File: src/rtl/power_meter_ctrl_pkg.sv
// rtl/power_meter_ctrl_pkg.sv - shared game package: power meter states, ramp modes, bar geometry
//
// Purpose: types and constants shared by the power meter, its ramp unit and the bar renderer.
// Contents:
//   power_state_t               power meter FSM states
//   MODE_SATURATE/MODE_PINGPONG ramp behaviour selectors
//   POWER_MAX_DEFAULT           full-scale power (bar length in pixels)
//   POWER_BAR_*                 on-screen bar positions

package power_meter_ctrl_pkg;

  typedef enum logic [1:0] {
    IDLE     = 2'd0,
    CHARGE   = 2'd1,
    ARMED    = 2'd2,
    COOLDOWN = 2'd3
  } power_state_t;

  localparam int MODE_SATURATE = 0;
  localparam int MODE_PINGPONG = 1;

  // Bar geometry; the maximum power equals the bar length so power is directly in pixels.
  localparam int POWER_MAX_DEFAULT = 200;
  localparam int POWER_BAR_P0_X    = 16;
  localparam int POWER_BAR_P1_X    = 424;
  localparam int POWER_BAR_Y       = 8;

endpackage

File: src/rtl/power_meter_ctrl_ramp.sv
// rtl/power_meter_ctrl_ramp.sv - combinational one-step level/direction update unit
//
// Purpose: computes the next level and direction for one ramp step.
// Parameters: PW level width, POWER_MAX full scale, STEP increment, MODE saturate/pingpong.
// Ports:
//   i_power  in  PW  current level
//   i_dir    in  1   current direction (0 = up, 1 = down)
//   o_power  out PW  next level
//   o_dir    out 1   next direction

module power_meter_ctrl_ramp
  import power_meter_ctrl_pkg::*;
#(
  parameter int PW        = 8,
  parameter int POWER_MAX = POWER_MAX_DEFAULT,
  parameter int STEP      = 4,
  parameter int MODE      = MODE_SATURATE
) (
  input  logic [PW-1:0] i_power,
  input  logic          i_dir,
  output logic [PW-1:0] o_power,
  output logic          o_dir
);

  // One extra bit so the sum never wraps before it is compared with the maximum.
  localparam logic [PW:0]   L_STEP   = (PW+1)'(STEP);
  localparam logic [PW:0]   L_MAX    = (PW+1)'(POWER_MAX);
  localparam logic [PW-1:0] L_MAX_PW = PW'(POWER_MAX);

  logic [PW:0] w_p;
  logic [PW:0] w_sum;
  logic [PW:0] w_diff;

  assign w_p    = {1'b0, i_power};
  assign w_sum  = w_p + L_STEP;
  assign w_diff = w_p - L_STEP;

  always_comb begin
    o_power = i_power;
    o_dir   = i_dir;
    if (MODE == MODE_SATURATE) begin
      o_power = (w_sum >= L_MAX) ? L_MAX_PW : w_sum[PW-1:0];
      o_dir   = 1'b0;
    end else if (!i_dir) begin
      if (w_sum >= L_MAX) begin
        o_power = L_MAX_PW;
        o_dir   = 1'b1;
      end else begin
        o_power = w_sum[PW-1:0];
      end
    end else begin
      // Checked before subtracting, so the down ramp cannot go below zero.
      if (w_p <= L_STEP) begin
        o_power = '0;
        o_dir   = 1'b0;
      end else begin
        o_power = w_diff[PW-1:0];
      end
    end
  end

endmodule

File: src/rtl/power_meter_ctrl.sv
// rtl/power_meter_ctrl.sv - per-player throw-power meter with shot handshake
//
// Purpose: ramps the active player's power per frame while fire is held, latches it on
// release and offers the shot over valid/ready, then blocks the button for a cooldown.
// Ports:
//   clk, rst                   clock, asynchronous active-high reset
//   frame_tick                 one-cycle pulse per frame
//   enable                     turn in progress
//   active_player  [PLW]       player whose turn it is
//   fire_btn                   synchronised fire button
//   power_o        [NP*PW]     per-player levels, player k at [k*PW +: PW]
//   charging                   meter is charging
//   shot_valid/shot_ready      shot handshake
//   shot_power     [PW]        latched power of the offered shot
//   shot_player    [PLW]       player that fired

module power_meter_ctrl
  import power_meter_ctrl_pkg::*;
#(
  parameter  int NUM_PLAYERS     = 2,
  parameter  int POWER_MAX       = POWER_MAX_DEFAULT,
  parameter  int STEP            = 4,
  parameter  int MODE            = MODE_SATURATE,
  parameter  int COOLDOWN_FRAMES = 30,
  localparam int PLW             = $clog2(NUM_PLAYERS),
  localparam int PW              = $clog2(POWER_MAX + 1)
) (
  input  logic                      clk,
  input  logic                      rst,
  input  logic                      frame_tick,
  input  logic                      enable,
  input  logic [PLW-1:0]            active_player,
  input  logic                      fire_btn,
  output logic [NUM_PLAYERS*PW-1:0] power_o,
  output logic                      charging,
  output logic                      shot_valid,
  output logic [PW-1:0]             shot_power,
  output logic [PLW-1:0]            shot_player,
  input  logic                      shot_ready
);

  localparam int CW = (COOLDOWN_FRAMES > 0) ? $clog2(COOLDOWN_FRAMES + 1) : 1;

  power_state_t                      r_state;
  power_state_t                      w_state_nxt;
  logic [NUM_PLAYERS-1:0][PW-1:0]    r_power;
  logic [PLW-1:0]                    r_cur;
  logic                              r_dir;
  logic [CW-1:0]                     r_cool;
  logic                              r_charging;
  logic                              r_shot_valid;
  logic [PW-1:0]                     r_shot_power;
  logic [PLW-1:0]                    r_shot_player;
  logic [PW-1:0]                     w_pow_nxt;
  logic                              w_dir_nxt;

  power_meter_ctrl_ramp #(
    .PW        (PW),
    .POWER_MAX (POWER_MAX),
    .STEP      (STEP),
    .MODE      (MODE)
  ) u_ramp (
    .i_power (r_power[r_cur]),
    .i_dir   (r_dir),
    .o_power (w_pow_nxt),
    .o_dir   (w_dir_nxt)
  );

  always_comb begin
    w_state_nxt = r_state;
    case (r_state)
      IDLE:     if (enable && fire_btn) w_state_nxt = CHARGE;
      // Losing the turn beats a release: an aborted charge never produces a shot.
      CHARGE:   if (!enable) w_state_nxt = IDLE;
                else if (!fire_btn) w_state_nxt = ARMED;
      ARMED:    if (shot_ready) w_state_nxt = COOLDOWN;
      COOLDOWN: if (r_cool == '0) w_state_nxt = IDLE;
      default:  w_state_nxt = IDLE;
    endcase
  end

  always_ff @(posedge clk or posedge rst) begin
    if (rst) begin
      r_state <= IDLE;
    end else begin
      r_state <= w_state_nxt;
    end
  end

  always_ff @(posedge clk or posedge rst) begin
    if (rst) begin
      r_power       <= '0;
      r_cur         <= '0;
      r_dir         <= 1'b0;
      r_cool        <= '0;
      r_charging    <= 1'b0;
      r_shot_valid  <= 1'b0;
      r_shot_power  <= '0;
      r_shot_player <= '0;
    end else begin
      r_charging <= (w_state_nxt == CHARGE);
      case (r_state)
        IDLE: begin
          if (enable && fire_btn) begin
            r_cur                  <= active_player;
            r_power[active_player] <= '0;
            r_dir                  <= 1'b0;
          end
        end
        CHARGE: begin
          // Release takes priority over a coincident frame_tick, so the shot
          // carries the level the player saw when letting go.
          if (!enable) begin
            r_power[r_cur] <= '0;
          end else if (!fire_btn) begin
            r_shot_valid  <= 1'b1;
            r_shot_power  <= r_power[r_cur];
            r_shot_player <= r_cur;
          end else if (frame_tick) begin
            r_power[r_cur] <= w_pow_nxt;
            r_dir          <= w_dir_nxt;
          end
        end
        ARMED: begin
          if (shot_ready) begin
            r_shot_valid <= 1'b0;
            r_cool       <= CW'(COOLDOWN_FRAMES);
          end
        end
        COOLDOWN: begin
          if (frame_tick && (r_cool != '0)) r_cool <= r_cool - 1'b1;
        end
        default: ;
      endcase
    end
  end

  assign power_o     = r_power;
  assign charging    = r_charging;
  assign shot_valid  = r_shot_valid;
  assign shot_power  = r_shot_power;
  assign shot_player = r_shot_player;

endmodule

File: config.mk
export PLATFORM = sky130hd
export DESIGN_NAME = power_meter_ctrl
export DESIGN_NICKNAME = d
export VERILOG_FILES = /design/src/rtl/power_meter_ctrl_pkg.sv /design/src/rtl/power_meter_ctrl_ramp.sv /design/src/rtl/power_meter_ctrl.sv
export SDC_FILE = /design/constraint.sdc
export NUM_CORES = 1
export LEC_CHECK = 0
export BUFFER_PORTS_ARGS = -buffer_cell sky130_fd_sc_hd__buf_2
export CAP_MARGIN = 20
export CORE_MARGIN = 3
export CORE_UTILIZATION = 54
export CTS_BUF_LIST = sky130_fd_sc_hd__clkbuf_8
export CTS_CLUSTER_DIAMETER = 120
export CTS_CLUSTER_SIZE = 8
export DETAILED_ROUTE_END_ITERATION = 10
export GPL_ROUTABILITY_DRIVEN = 1
export HOLD_SLACK_MARGIN = 0.1
export MAX_ROUTING_LAYER = met4
export PLACE_DENSITY = 0.75
export SYNTH_ARGS = -nofsm -noshare
export SYNTH_HDL_FRONTEND = slang
export SYNTH_HIERARCHICAL = 1
export SYNTH_SLANG_ARGS = --single-unit
File: constraint.sdc
create_clock -name clk -period 4.44 [get_ports clk]
set_input_delay 0.666 -clock clk [delete_from_list [all_inputs] [get_ports clk]]
set_output_delay 0.666 -clock clk [all_outputs]
set_load 0.01 [all_outputs]
==> impl_metrics.env <==
export IMPL_p_leak_nw=1.05
export IMPL_mostFrequentLayoutCells="35 x dfrtp_1, 33 x buf_2, 16 x mux2_2, 16 x a22o_1, 9 x nand2_1"
export IMPL_grt_util_met3=0.0457
export IMPL_crit_family="compound AO/OA/AOI/OAI gates"
export IMPL_coreArea_um2=3150
export IMPL_h_tree_depth=2
export IMPL_worstMarginPinSlew_ns=0.709
export IMPL_num_vias=1386
export IMPL_nets=204
export IMPL_grt_busiest_layer="met2"
export IMPL_drv_slew=0
export IMPL_die_x_um=64.3
export IMPL_hold_path_class="in -> async"
export IMPL_syn_avg_cell_area_um2=11.6
export IMPL_synth_nets=168
export IMPL_cts_tree="done"
export IMPL_antenna_found_initial=0
export IMPL_grt_pass1_wl_mm=6.51
export IMPL_cts_root_buf="clkbuf_8"
export IMPL_met1_usage=0.280
export IMPL_drive_gt1_frac=0.351
export IMPL_globalplace_congestion=0.831
export IMPL_hold_buffers=0
export IMPL_synth_area_um2=1830
export IMPL_path_cells="mux2_2, inv_1, ha_1, nor3b_1, nor4_1, o311ai_2, a21boi_1, a22o_1"
export IMPL_fin_skew_ns=0.00409
export IMPL_vias_per_cell=5.82
export IMPL_area_growth_syn_to_layout_pct=14.7
export IMPL_row_count=20
export IMPL_drt_first_iter_violations=106
export IMPL_drcViolationCount=0
export IMPL_cts_clk_slew_worst_paths_ns=0.06
export IMPL_ys_warn_count=6
export IMPL_period_minus_slack_ns=2.63
export IMPL_setup_viol=0
export IMPL_die_area_um2=4130
export IMPL_critPathBufInv=1
export IMPL_crit_fanout=13
export IMPL_cts_buffers=5
export IMPL_drtPass1Iterations=4
export IMPL_grt_met2_usage=0.302
export IMPL_ff2ff_path_depth=8
export IMPL_grt_max_degree=36
export IMPL_cts_resized=0
export IMPL_finalSetupTns_ns=0
export IMPL_die_h_um=64.3
export IMPL_outcome="finished clean"
export IMPL_clock_path_buffers=2
export IMPL_fin_crit_sh=0.592
export IMPL_cts_sinks=35
export IMPL_dp_slack_ns=1.86
export IMPL_io_buffers=33
export IMPL_hold_violations=0
export IMPL_drv_cap=0
export IMPL_final_setup_worst_slack_ns=1.81
export IMPL_arrival_ns=2.80
export IMPL_antenna_cells=0
export IMPL_rsz0062_at_grt="false"
export IMPL_insertion_delay_ns=0.28
export IMPL_critical_path_required_ns=4.61
export IMPL_overflow=0
export IMPL_maxSlewHeadroom=0.525
export IMPL_ios=34
export IMPL_mostFrequentLayoutCell="dfrtp_1"
export IMPL_cts_setup_buffers=0
export IMPL_track_usage=0.207
export IMPL_power_density_nw_per_um2=462
export IMPL_grt_pass1_vias=1311
export IMPL_syn_instance_count=158
export IMPL_crit_type="reg -> reg"
export IMPL_ir_worst_vdd_mv=0.389
export IMPL_fmax_mhz=380
export IMPL_endpoint_kind="register"
export IMPL_initial_core_util=0.581
export IMPL_dpl_hpwl_mm=2.89
export IMPL_max_stage_delay_ns=0.67
export IMPL_utilization=0.667
export IMPL_crit_slowest_cell="dfrtp_1"
export IMPL_antenna_left=0
export IMPL_path_depth=8
export IMPL_routed_wl_mm=3.83
export IMPL_routedWlPerCell_um=16.1
export IMPL_cp_start_kind="register"
metal layers:
layer  wire length (um)  up-vias
met4                 49        0
met1               1840      677
met3                203        6
met5                  0        -
met2               1740       39
li1                   -      664
tightest hold or removal path, cell delays in order:
cell and delay [ns]:
buf_2 0.09, inv_1 0.04, buf_4 0.36
stage by stage:
| step | hold WS (ns) | area, um^2 | power (mW) | instances |
|---|---|---|---|---|
| CTS | 0.474 | 2100 | 0.978 | 238 |
| global route | 0.516 | 2100 | 1.03 | 238 |
| floorplan | 0.472 | 1830 | 0.682 | 158 |
| finish | 0.452 | 2100 | 0.972 | 238 |
| global placement | 0.459 | 2010 | 0.733 | 231 |
| detailed placement | 0.461 | 2010 | 0.750 | 231 |
path summary, 6_finish.rpt:
check / startpoint / endpoint / slack (ns)
max: r_cur / power_o[1] / 1.81
min: rst / shot_power[4] / 0.45
min reg2reg: shot_valid / shot_valid / 0.48
max reg2reg: r_cur / power_o[1] / 1.81
min in group clk: shot_valid / shot_valid / 0.48
max in group asynchronous: rst / power_o[1] / 3.68
final cells by class:
type	instances	area (um^2)
tap	44	55.1
inverter	8	32.5
fill	268	1050
multi-input combinational	110	878
sequential	35	876
clock buffer	6	82.6
clock inverter	1	5.00
timing repair buffer	34	173
power breakdown:
group	leakage (nW)	switching, mW	internal (mW)
combinational	0.547	0.158	0.134
sequential	0.459	0.0791	0.375
clock	0.0470	0.104	0.121
total	1.05	0.342	0.630
sequential cells by signal, summed over array words and instances (netlist names):
register     cells
power_o         16
shot_power       8
r_cool           5
r_state          2
charging         1
r_cur            1
shot_player      1
shot_valid       1
Note: power is estimated with default switching activity, not from simulation.
